`src/rtl/conv_pool_relu.sv`:
```
// conv_pool_relu: 2x2 stride-2 max pooling, bias add with signed saturation
// and ReLU over a row-major partial-sum map, streamed out on valid/ready.
module conv_pool_relu #(
    parameter int DataWidth    = 32,
    parameter int AddrWidth    = 16,
    parameter int MaxPictWidth = 9,
    parameter int RdLatency    = 1
) (
    input  logic                    Clk,
    input  logic                    Rst,
    input  logic                    start,
    input  logic [MaxPictWidth-1:0] row_in,
    input  logic [MaxPictWidth-1:0] col_in,
    input  logic [DataWidth-1:0]    bias_in,
    output logic [AddrWidth-1:0]    rd_addr,
    input  logic [DataWidth-1:0]    rd_data,
    output logic [DataWidth-1:0]    out_data,
    output logic                    out_valid,
    input  logic                    out_ready,
    output logic                    busy,
    output logic                    done
);

    typedef enum logic [2:0] {
        IDLE, READ, DRAIN, CALC, OUT, FIN
    } state_t;

    state_t r_state;
    state_t w_next;

    logic [MaxPictWidth-1:0] r_rows;
    logic [MaxPictWidth-1:0] r_cols;
    logic [MaxPictWidth-1:0] r_pr;
    logic [MaxPictWidth-1:0] r_pc;
    logic [DataWidth-1:0]    r_bias;
    logic [DataWidth-1:0]    r_max;
    logic [DataWidth-1:0]    r_out;
    logic [AddrWidth-1:0]    r_row_base;
    logic [AddrWidth-1:0]    r_col_off;
    logic [AddrWidth-1:0]    r_addr;
    logic [1:0]              r_k;
    logic [2:0]              r_ns;
    logic [RdLatency-1:0]    r_vld;
    logic                    r_ovalid;
    logic                    r_busy;
    logic                    r_done;

    logic                    w_start;
    logic                    w_small;
    logic                    w_issue;
    logic                    w_samp;
    logic                    w_got_all;
    logic                    w_hs;
    logic                    w_last_col;
    logic                    w_last;
    logic [MaxPictWidth-1:0] w_pr_max;
    logic [MaxPictWidth-1:0] w_pc_max;
    logic [AddrWidth-1:0]    w_w_ext;
    logic [AddrWidth-1:0]    w_pix;
    logic [AddrWidth-1:0]    w_rd_next;
    logic [AddrWidth-1:0]    w_nxt_row;
    logic [AddrWidth-1:0]    w_nxt_col;
    logic [RdLatency:0]      w_vld_sh;
    logic [DataWidth:0]      w_sum;
    logic [DataWidth-1:0]    w_sat;
    logic [DataWidth-1:0]    w_relu;

    // A start coinciding with the done pulse belongs to the finished pass.
    assign w_start    = start && (r_state == IDLE) && !r_done;
    assign w_small    = (row_in < MaxPictWidth'(2)) || (col_in < MaxPictWidth'(2));
    assign w_issue    = (r_state == READ);
    assign w_vld_sh   = {r_vld, w_issue};
    assign w_samp     = r_vld[RdLatency-1];
    assign w_got_all  = (r_ns == 3'd4) || (w_samp && (r_ns == 3'd3));
    assign w_hs       = (r_state == OUT) && r_ovalid && out_ready;

    assign w_pr_max   = (r_rows >> 1) - MaxPictWidth'(1);
    assign w_pc_max   = (r_cols >> 1) - MaxPictWidth'(1);
    assign w_last_col = (r_pc == w_pc_max);
    assign w_last     = w_last_col && (r_pr == w_pr_max);

    assign w_w_ext    = {{(AddrWidth-MaxPictWidth){1'b0}}, r_cols};
    assign w_pix      = r_row_base + r_col_off;
    assign w_nxt_row  = w_last_col ? r_row_base + (w_w_ext << 1) : r_row_base;
    assign w_nxt_col  = w_last_col ? '0 : r_col_off + AddrWidth'(2);

    always_comb begin
        w_rd_next = w_pix;
        unique case (r_k)
            2'd0:    w_rd_next = w_pix + AddrWidth'(1);
            2'd1:    w_rd_next = w_pix + w_w_ext;
            default: w_rd_next = w_pix + w_w_ext + AddrWidth'(1);
        endcase
    end

    // One extra bit holds the true sign of max + bias.
    assign w_sum = {r_max[DataWidth-1], r_max} + {r_bias[DataWidth-1], r_bias};

    always_comb begin
        w_sat = w_sum[DataWidth-1:0];
        if (w_sum[DataWidth] != w_sum[DataWidth-1]) begin
            w_sat = w_sum[DataWidth] ? {1'b1, {(DataWidth-1){1'b0}}}
                                     : {1'b0, {(DataWidth-1){1'b1}}};
        end
    end

    assign w_relu = w_sat[DataWidth-1] ? '0 : w_sat;

    always_ff @(posedge Clk or negedge Rst) begin
        if (!Rst) begin
            r_state <= IDLE;
        end else begin
            r_state <= w_next;
        end
    end

    always_comb begin
        w_next = r_state;
        unique case (r_state)
            IDLE:    if (w_start) w_next = w_small ? FIN : READ;
            READ:    if (r_k == 2'd3) w_next = DRAIN;
            DRAIN:   if (w_got_all) w_next = CALC;
            CALC:    w_next = OUT;
            OUT:     if (w_hs) w_next = w_last ? FIN : READ;
            FIN:     w_next = IDLE;
            default: w_next = IDLE;
        endcase
    end

    always_ff @(posedge Clk or negedge Rst) begin
        if (!Rst) begin
            r_rows     <= '0;
            r_cols     <= '0;
            r_pr       <= '0;
            r_pc       <= '0;
            r_bias     <= '0;
            r_max      <= '0;
            r_out      <= '0;
            r_row_base <= '0;
            r_col_off  <= '0;
            r_addr     <= '0;
            r_k        <= '0;
            r_ns       <= '0;
            r_vld      <= '0;
            r_ovalid   <= 1'b0;
            r_busy     <= 1'b0;
            r_done     <= 1'b0;
        end else begin
            r_vld  <= w_vld_sh[RdLatency-1:0];
            r_done <= (r_state == FIN);
            if (r_state == FIN) r_busy <= 1'b0;
            if (w_start) begin
                r_rows     <= row_in;
                r_cols     <= col_in;
                r_bias     <= bias_in;
                r_pr       <= '0;
                r_pc       <= '0;
                r_row_base <= '0;
                r_col_off  <= '0;
                r_busy     <= 1'b1;
                if (!w_small) begin
                    r_addr <= '0;
                    r_k    <= '0;
                    r_ns   <= '0;
                end
            end
            if (r_state == READ) begin
                r_k <= r_k + 2'd1;
                if (r_k != 2'd3) r_addr <= w_rd_next;
            end
            if (w_samp) begin
                r_ns <= r_ns + 3'd1;
                if ((r_ns == 3'd0) || ($signed(rd_data) > $signed(r_max))) begin
                    r_max <= rd_data;
                end
            end
            if (r_state == CALC) begin
                r_out    <= w_relu;
                r_ovalid <= 1'b1;
            end
            if (w_hs) begin
                r_ovalid   <= 1'b0;
                r_pc       <= w_last_col ? '0 : r_pc + MaxPictWidth'(1);
                r_row_base <= w_nxt_row;
                r_col_off  <= w_nxt_col;
                if (w_last_col) r_pr <= r_pr + MaxPictWidth'(1);
                if (!w_last) begin
                    r_addr <= w_nxt_row + w_nxt_col;
                    r_k    <= '0;
                    r_ns   <= '0;
                end
            end
        end
    end

    assign rd_addr   = r_addr;
    assign out_data  = r_out;
    assign out_valid = r_ovalid;
    assign busy      = r_busy;
    assign done      = r_done;

endmodule

```
`config.mk`:
```
export PLATFORM = sky130hd
export DESIGN_NAME = conv_pool_relu
export DESIGN_NICKNAME = d
export VERILOG_FILES = /design/src/rtl/conv_pool_relu.sv
export SDC_FILE = /design/constraint.sdc
export NUM_CORES = 1
export LEC_CHECK = 0
export CELL_PAD_IN_SITES_DETAIL_PLACEMENT = 1
export CELL_PAD_IN_SITES_GLOBAL_PLACEMENT = 2
export CORE_MARGIN = 8
export CORE_UTILIZATION = 43
export CTS_CLUSTER_DIAMETER = 30
export DETAILED_ROUTE_END_ITERATION = 12
export DONT_BUFFER_PORTS = 1
export GPL_ROUTABILITY_DRIVEN = 0
export GPL_TIMING_DRIVEN = 0
export PLACE_DENSITY = 0.87
export REMOVE_ABC_BUFFERS = 1
export SKIP_LAST_GASP = 1
export SYNTH_ARGS = -nofsm -noshare
export SYNTH_HDL_FRONTEND = slang
export SYNTH_SLANG_ARGS = --single-unit
```
`constraint.sdc`:
```
create_clock -name Clk -period 11.8 [get_ports Clk]
set_input_delay 1.18 -clock Clk [delete_from_list [all_inputs] [get_ports Clk]]
set_output_delay 1.18 -clock Clk [all_outputs]
set_load 0.01 [all_outputs]
```
==> reports/metrics.cfg <==
[setup_path]
worstPathRequired_ns=12.10
crit_fanout=34
path_class=reg2reg
critPathMaxStageDelay_ns=0.72
endpoint_kind=flop
worst_path_most_repeated_cell=a21oi_1
crit_slowest_cell=o2111a_2
startpoint_type=flop
critPathArrivalTime_ns=6.56
crit_chain=inv_1 > ha_1 > nand2b_1 > o211a_1 > or3b_1 > o41ai_1 > and4_1 > o2111a_2 > mux2_2 > ha_1 > a21oi_1 > o21bai_1 > a21oi_1 > o21ai_1 > a41o_1 > or4_1 > o2111ai_1 > nand2b_1 > a21oi_1 > xor2_1 > mux2i_1

[clock_tree]
htree_levels=4
root_buffer=clkbuf_16
insertion_delay_ns=0.46
cts.repair.resized=0
cts_sinks=189
cts_tree=yes
ctsHoldBuffers=0
clockBufferDepth=2
cts-buffers-inserted=17
post_cts_buffers=0
clk_pin_slew_ns=0.09

[logic_synthesis]
netlist.area_leader.share_pct=34.08
syn_area_um2=13880
yosys_warnings=0
syn_area_per_cell_um2=8.637
ys_seq_area_share_pct=34.08
synth-seq-cells=189
synthFlopType=dfrtp_1
yosys.area.top_type=dfrtp_1
synthDistinctLibCells=90
synth-edff-count=0
synth.area.top_cells=dfrtp_1 34%, ha_1 11%, nand2_1 7.1%
synth_cells=1607
async_reset_ff_share_pct=100.0

[timing]
setup_tns_ns=0
period_needed_ns=6.257
finalSetupViolations=0
fin_skew_ns=0.01767
slew_headroom_pct=28.46
tightest_slew_ns=1.064
slew_violations=0
rsz0062_at_grt=no
layout_setup_ws_ns=5.543
hold_viol=0
post-route-period-util_pct=53.03
fmax_ghz=0.1598

[run_status]
status=finished clean

[global_route]
grt_max_degree=190
grt_pass1_vias=12540
overflow=0
antenna_found_initial=0
grt_usage_pct=21.72
grt_pass1_wl_um=67510

[detailed_routing]
drt-total-wl_um=40850
firstDrtPassIters=5
avgRoutedWirePerCell_um=20.57
final_antenna_net_count=0
drc_errors=0
routed_via_density=5.862
vias=11640
drt-initial-drc-count=479

[pwr]
cellLeakagePower_nw=7.256
ir_drop_mv=0.1760
p_per_area_nw_per_um2=267.5

[floorplan]
die_w_um=195.7
rows=65
fp.dieArea_um2=38280
initial_utilization_pct=43.87
die_y_um=195.7
ios=137
core_area_um2=31640

[cells_and_area]
final_util_pct=47.33
layout_common_cells=262 x nand2_1, 189 x dfrtp_1, 123 x ha_1, 111 x o21ai_0, 102 x nor2_1
area_growth_pct=7.888
postLayoutCellArea_um2=14970
drive_above_1_share_pct=8.018
n_antenna_cell=0
nNetsFinal=1783
final_common_cell=nand2_1

[placement]
place_area_um2=14340
hpwlAfterDp_um=30880
port_buffers=0
dp_slack_ns=5.165

[job]
cap_violations=0

[worst_hold_path]
hp-class=in2async

## logic make-up (layout without fill, tap and decap cells)
family	after synthesis	after routing	share of synthesized area, %
and+or+nand+nor	556	556	18.57
AOI/OAI and AO/OA	416	416	19.75
DFF	189	189	34.08
buffers and inverters	149	126	4.408
adders and majority gates	126	126	11.52
xor gates and xnor gates	119	119	7.563
muxes	51	51	4.084
other	1	1	0.02702
## cells in the mapped netlist (26+ instances only)
master and number:
a21o_1 32, a21oi_1 91, a22o_1 26, clkbuf_1 47, dfrtp_1 189, ha_1 123, inv_1 81, mux2_2 42
nand2_1 263, nand3_1 43, nor2_1 105, o21ai_0 112, xnor2_1 66, xor2_1 52
## power by group
| group | total (W) | leakage, nW | switching (W) | internal [W] |
|---|---|---|---|---|
| clock | 0.000640 | 0.304 | 0.000298 | 0.000342 |
| combinational | 0.00223 | 4.53 | 0.00130 | 0.000934 |
| sequential | 0.00113 | 2.42 | 0.000260 | 0.000875 |
| total | 0.00400 | 7.26 | 0.00185 | 0.00215 |
## final timing paths
check,start,endpoint,slack [ns],depth (start not counted)
setup / recovery,r_cols[1],rd_addr[14],5.54,21
hold / removal,Rst,r_bias[14],0.41,0
setup reg to reg,r_cols[1],rd_addr[14],5.54,21
hold reg to reg,r_bias[28],r_bias[28],0.49,2
max in group asynchronous,Rst,r_col_off[3],11.02,0
min in group Clk,r_bias[28],r_bias[28],0.49,2
## worst max-delay path, delay by kind of cell, from the launching register on
kind / cells / cell delay [ns]
AOI/OAI and AO/OA: 10 / 2.73
xor gates and xnor gates: 1 / 0.20
adders and majority gates: 2 / 0.53
buffers and inverters: 1 / 0.20
DFF: 1 / 0.50
muxes: 2 / 0.52
and+or+nand+nor: 5 / 1.42
## through the flow
step	total power, W	hold slack, ns	cells
after floorplan	0.002661	0.4523	1539
after global placement	0.003181	0.4711	1941
after detailed placement	0.003376	0.4744	1954
after CTS	0.004046	0.3929	1986
after global routing	0.004361	0.3857	1986
final	0.004005	0.4089	1986
## per-layer routing
layer	track usage, %	share of wire, %
met5	0	0
met4	6.485	2.2
met3	3.714	3.4
met2	38.66	50
met1	26.51	44
## state kept, by name, summed over array words and instances, names as in the netlist
signal,count
r_row_base,15
r_pr,9
r_pc,9
r_rows,8
r_bias,32
busy,1
out_valid,1
r_state,3
rd_addr,16
r_vld,1
r_cols,9
r_k,2
r_ns,3
done,1
out_data,31
r_max,32
r_col_off,16
## layout make-up
cell class	count	area, µm²
sequential	189	4730
multi-input combinational	1269	8603
timing repair buffer	13	203.9
inverter	81	304.0
tap	402	503.0
clock buffer	17	425.4
clock inverter	15	205.2
fill	3743	16660
Power figures use the tool's default switching activity.
==> variant (config.mk and constraints unchanged) <==
The parameter `AddrWidth` goes from 16 to 14.
--- a/src/rtl/conv_pool_relu.sv
+++ b/src/rtl/conv_pool_relu.sv
@@ -4,3 +4,3 @@
     parameter int DataWidth    = 32,
-    parameter int AddrWidth    = 16,
+    parameter int AddrWidth    = 14,
     parameter int MaxPictWidth = 9,
Ports: changed (resized rd_addr); port bits go from 137 to 135. The function was not compared with the original's and may differ.
==> variant against the unedited design <==
  * Final area decreased by 2.6%
  * Count of clock-buffer cells in the layout increased by 1
  * Sequential cell count decreased by 6
  * Worst setup slack improved by 0.77 ns
  * Final cell count decreased by 2.8%
  * Power increased by 1.6%
  * Wire length decreased by 4.6%
  * Clock skew decreased by 0.0018 ns
  * First-iteration DRC count decreased by 6.3%
  * Synthesized area decreased by 2.8%
==> variant: results <==
group,metric,value,unit
status,run_status,"complete, no violations",
cts,cts_resized,0,
global_route,grt_start_max_net_pins,184,
logic_synthesis,dominantRegCellSynth,"dfrtp_1",
route,drt_first_iter_violations,449,
cts,cts.clk_slew.worst_paths,0.07,ns
cts,worstSkewPairLatency,0.46,ns
worst_hold_path,hold_class,"in2async",
power_and_ir_drop,power_leakage,6.96,nW
logic_synthesis,synth.distinct_cells,88,
cells_and_area,num_antenna_cells,0,
route,drtPass1Iterations,4,
logic_synthesis,synth-seq-area-share,33.9,%
logic_synthesis,yosys-top-cells-area,"dfrtp_1, ha_1, nand2_1",
critical_path,crit_path_start,"r_cols[1]",
cells_and_area,drive_gt1_share,7.59,%
power_and_ir_drop,power.internal,2.20,mW
critical_path,worstPathArrival,5.83,ns
logic_synthesis,synthMuxAreaShare,4.96,%
critical_path,crit_fanout,14,
critical_path,ff2ff_setup_slack,6.31,ns
global_route,global_route_wire_length_before_repair,63.3,mm
logic_synthesis,ys_async_sr_fraction,100,%
power_and_ir_drop,ir_worst_vdd,0.116,mV
logic_synthesis,post_synth_fa_ha_maj_area_fraction,11.5,%
route,vias_per_cell,5.78,
cts,h-tree-depth,4,
cts,tritoncts.num_buffers,17,
global_route,grt_total_ovfl,0,
global_route,grt_pass1_vias,11900,
global_route,grt.total_usage,21.4,%
global_route,antenna_found_initial,0,
logic_synthesis,synth-compound-area-share,19.6,%
route,dr_total_vias,11200,
route,postRouteAntennaNets,0,
cts,clock_tree.buffer_depth,2,
logic_synthesis,syn-mean-instance-area,8.72,um2
place,port_buffers,0,
route,drt-wirelength-per-cell,20.2,um
timing,worst_slew_pin_slew,1.19,ns
logic_synthesis,synthXorXnorAreaFrac,7.33,%
timing,clock-skew-final,0.0158,ns
place,detail_placement_hpwl,29.2,mm
cts,cts_setup_buffers,0,
logic_synthesis,synth.top_cells.by_count,"nand2_1, dfrtp_1, ha_1, nor2_1, a21oi_1",
cells_and_area,finish.net_count,1724,
variant: cell count changes after synthesis, moves of 8 or more:
cell / unedited run / this run
nand2_1: 263 / 247
mux2_2: 42 / 11
a22oi_1: 18 / 6
o21ai_0: 112 / 69
and3_1: 14 / 22
xor2_1: 52 / 38
o21ai_1: 5 / 40
nor2_1: 105 / 119
mux2_4: 0 / 29
o211ai_1: 16 / 8
variant: stage by stage:
stage	instance area (um2)	utilization (%)	worst slack, ns	hold WS (ns)
final	14600	46.7	6.31	0.422
after detailed placement	14000	44.7	6.31	0.476
after floorplan	13200	-	5.76	0.452
after global routing	14600	46.7	5.92	0.386
after CTS	14600	46.7	6.27	0.390
after global placement	13700	43.9	0.768	0.467
variant: layout make-up:
cell class                      count  area [um2]
Fill cell                        3644       16600
Timing Repair Buffer               13         208
Clock inverter                     13         193
Inverter                           74         278
Sequential cell                   183        4580
Multi-Input combinational cell   1227        8390
Tap cell                          402         503
Clock buffer                       18         439
variant: critical path, stage by stage, from the launching register on:
cell and delay [ns]:
dfrtp_1 0.60, inv_1 0.21, ha_1 0.37, xor2_1 0.18, nor2_1 0.11, a21oi_1 0.05
a21o_1 0.20, a211oi_4 0.66, mux2_2 0.44, ha_1 0.33, a21o_1 0.20, a21oi_1 0.26
o21bai_1 0.13, a21oi_1 0.28, o21ai_0 0.26, a41oi_1 0.46, a21boi_0 0.19, nor2_1 0.15
xnor2_1 0.10, o22a_1 0.18
variant: logic make-up after synthesis:
| family | Yosys count |
|---|---|
| XOR/XNOR | 112 |
| multiplexers | 51 |
| buffers and inverters | 137 |
| AND/OR/NAND/NOR | 547 |
| adder cells (fa/ha/maj) | 122 |
| flip-flops | 183 |
| other | 1 |
| AO/OA/AOI/OAI | 394 |
variant: path summary, 6_finish.rpt:
path | cells after the start | end
min | 0 | r_bias[11]
max in group asynchronous | 0 | rd_addr[5]
max | 19 | rd_addr[12]
max reg2reg | 19 | rd_addr[12]
min reg2reg | 2 | r_bias[24]
min in group Clk | 2 | r_bias[24]
variant: power groups by stage:
| stage | combinational (mW) | clock, mW | sequential [mW] |
|---|---|---|---|
| floorplan | 1.72 | 0 | 1.04 |
| global placement | 2.15 | 0 | 1.13 |
| detailed placement | 2.30 | 0 | 1.14 |
| CTS | 2.32 | 0.654 | 1.14 |
| global route | 2.57 | 0.676 | 1.16 |
| finish | 2.30 | 0.642 | 1.13 |
variant: layer usage:
metal  up-vias  global-route usage, %  share of wire, %  wire length, um
li1       5428                      -                 -                -
met1      5523                   25.8                44            17200
met2       156                   37.6                49            19200
met3        48                   4.06               3.9             1510
met4         0                   7.93               2.7             1060
met5         -                      0                 0                0
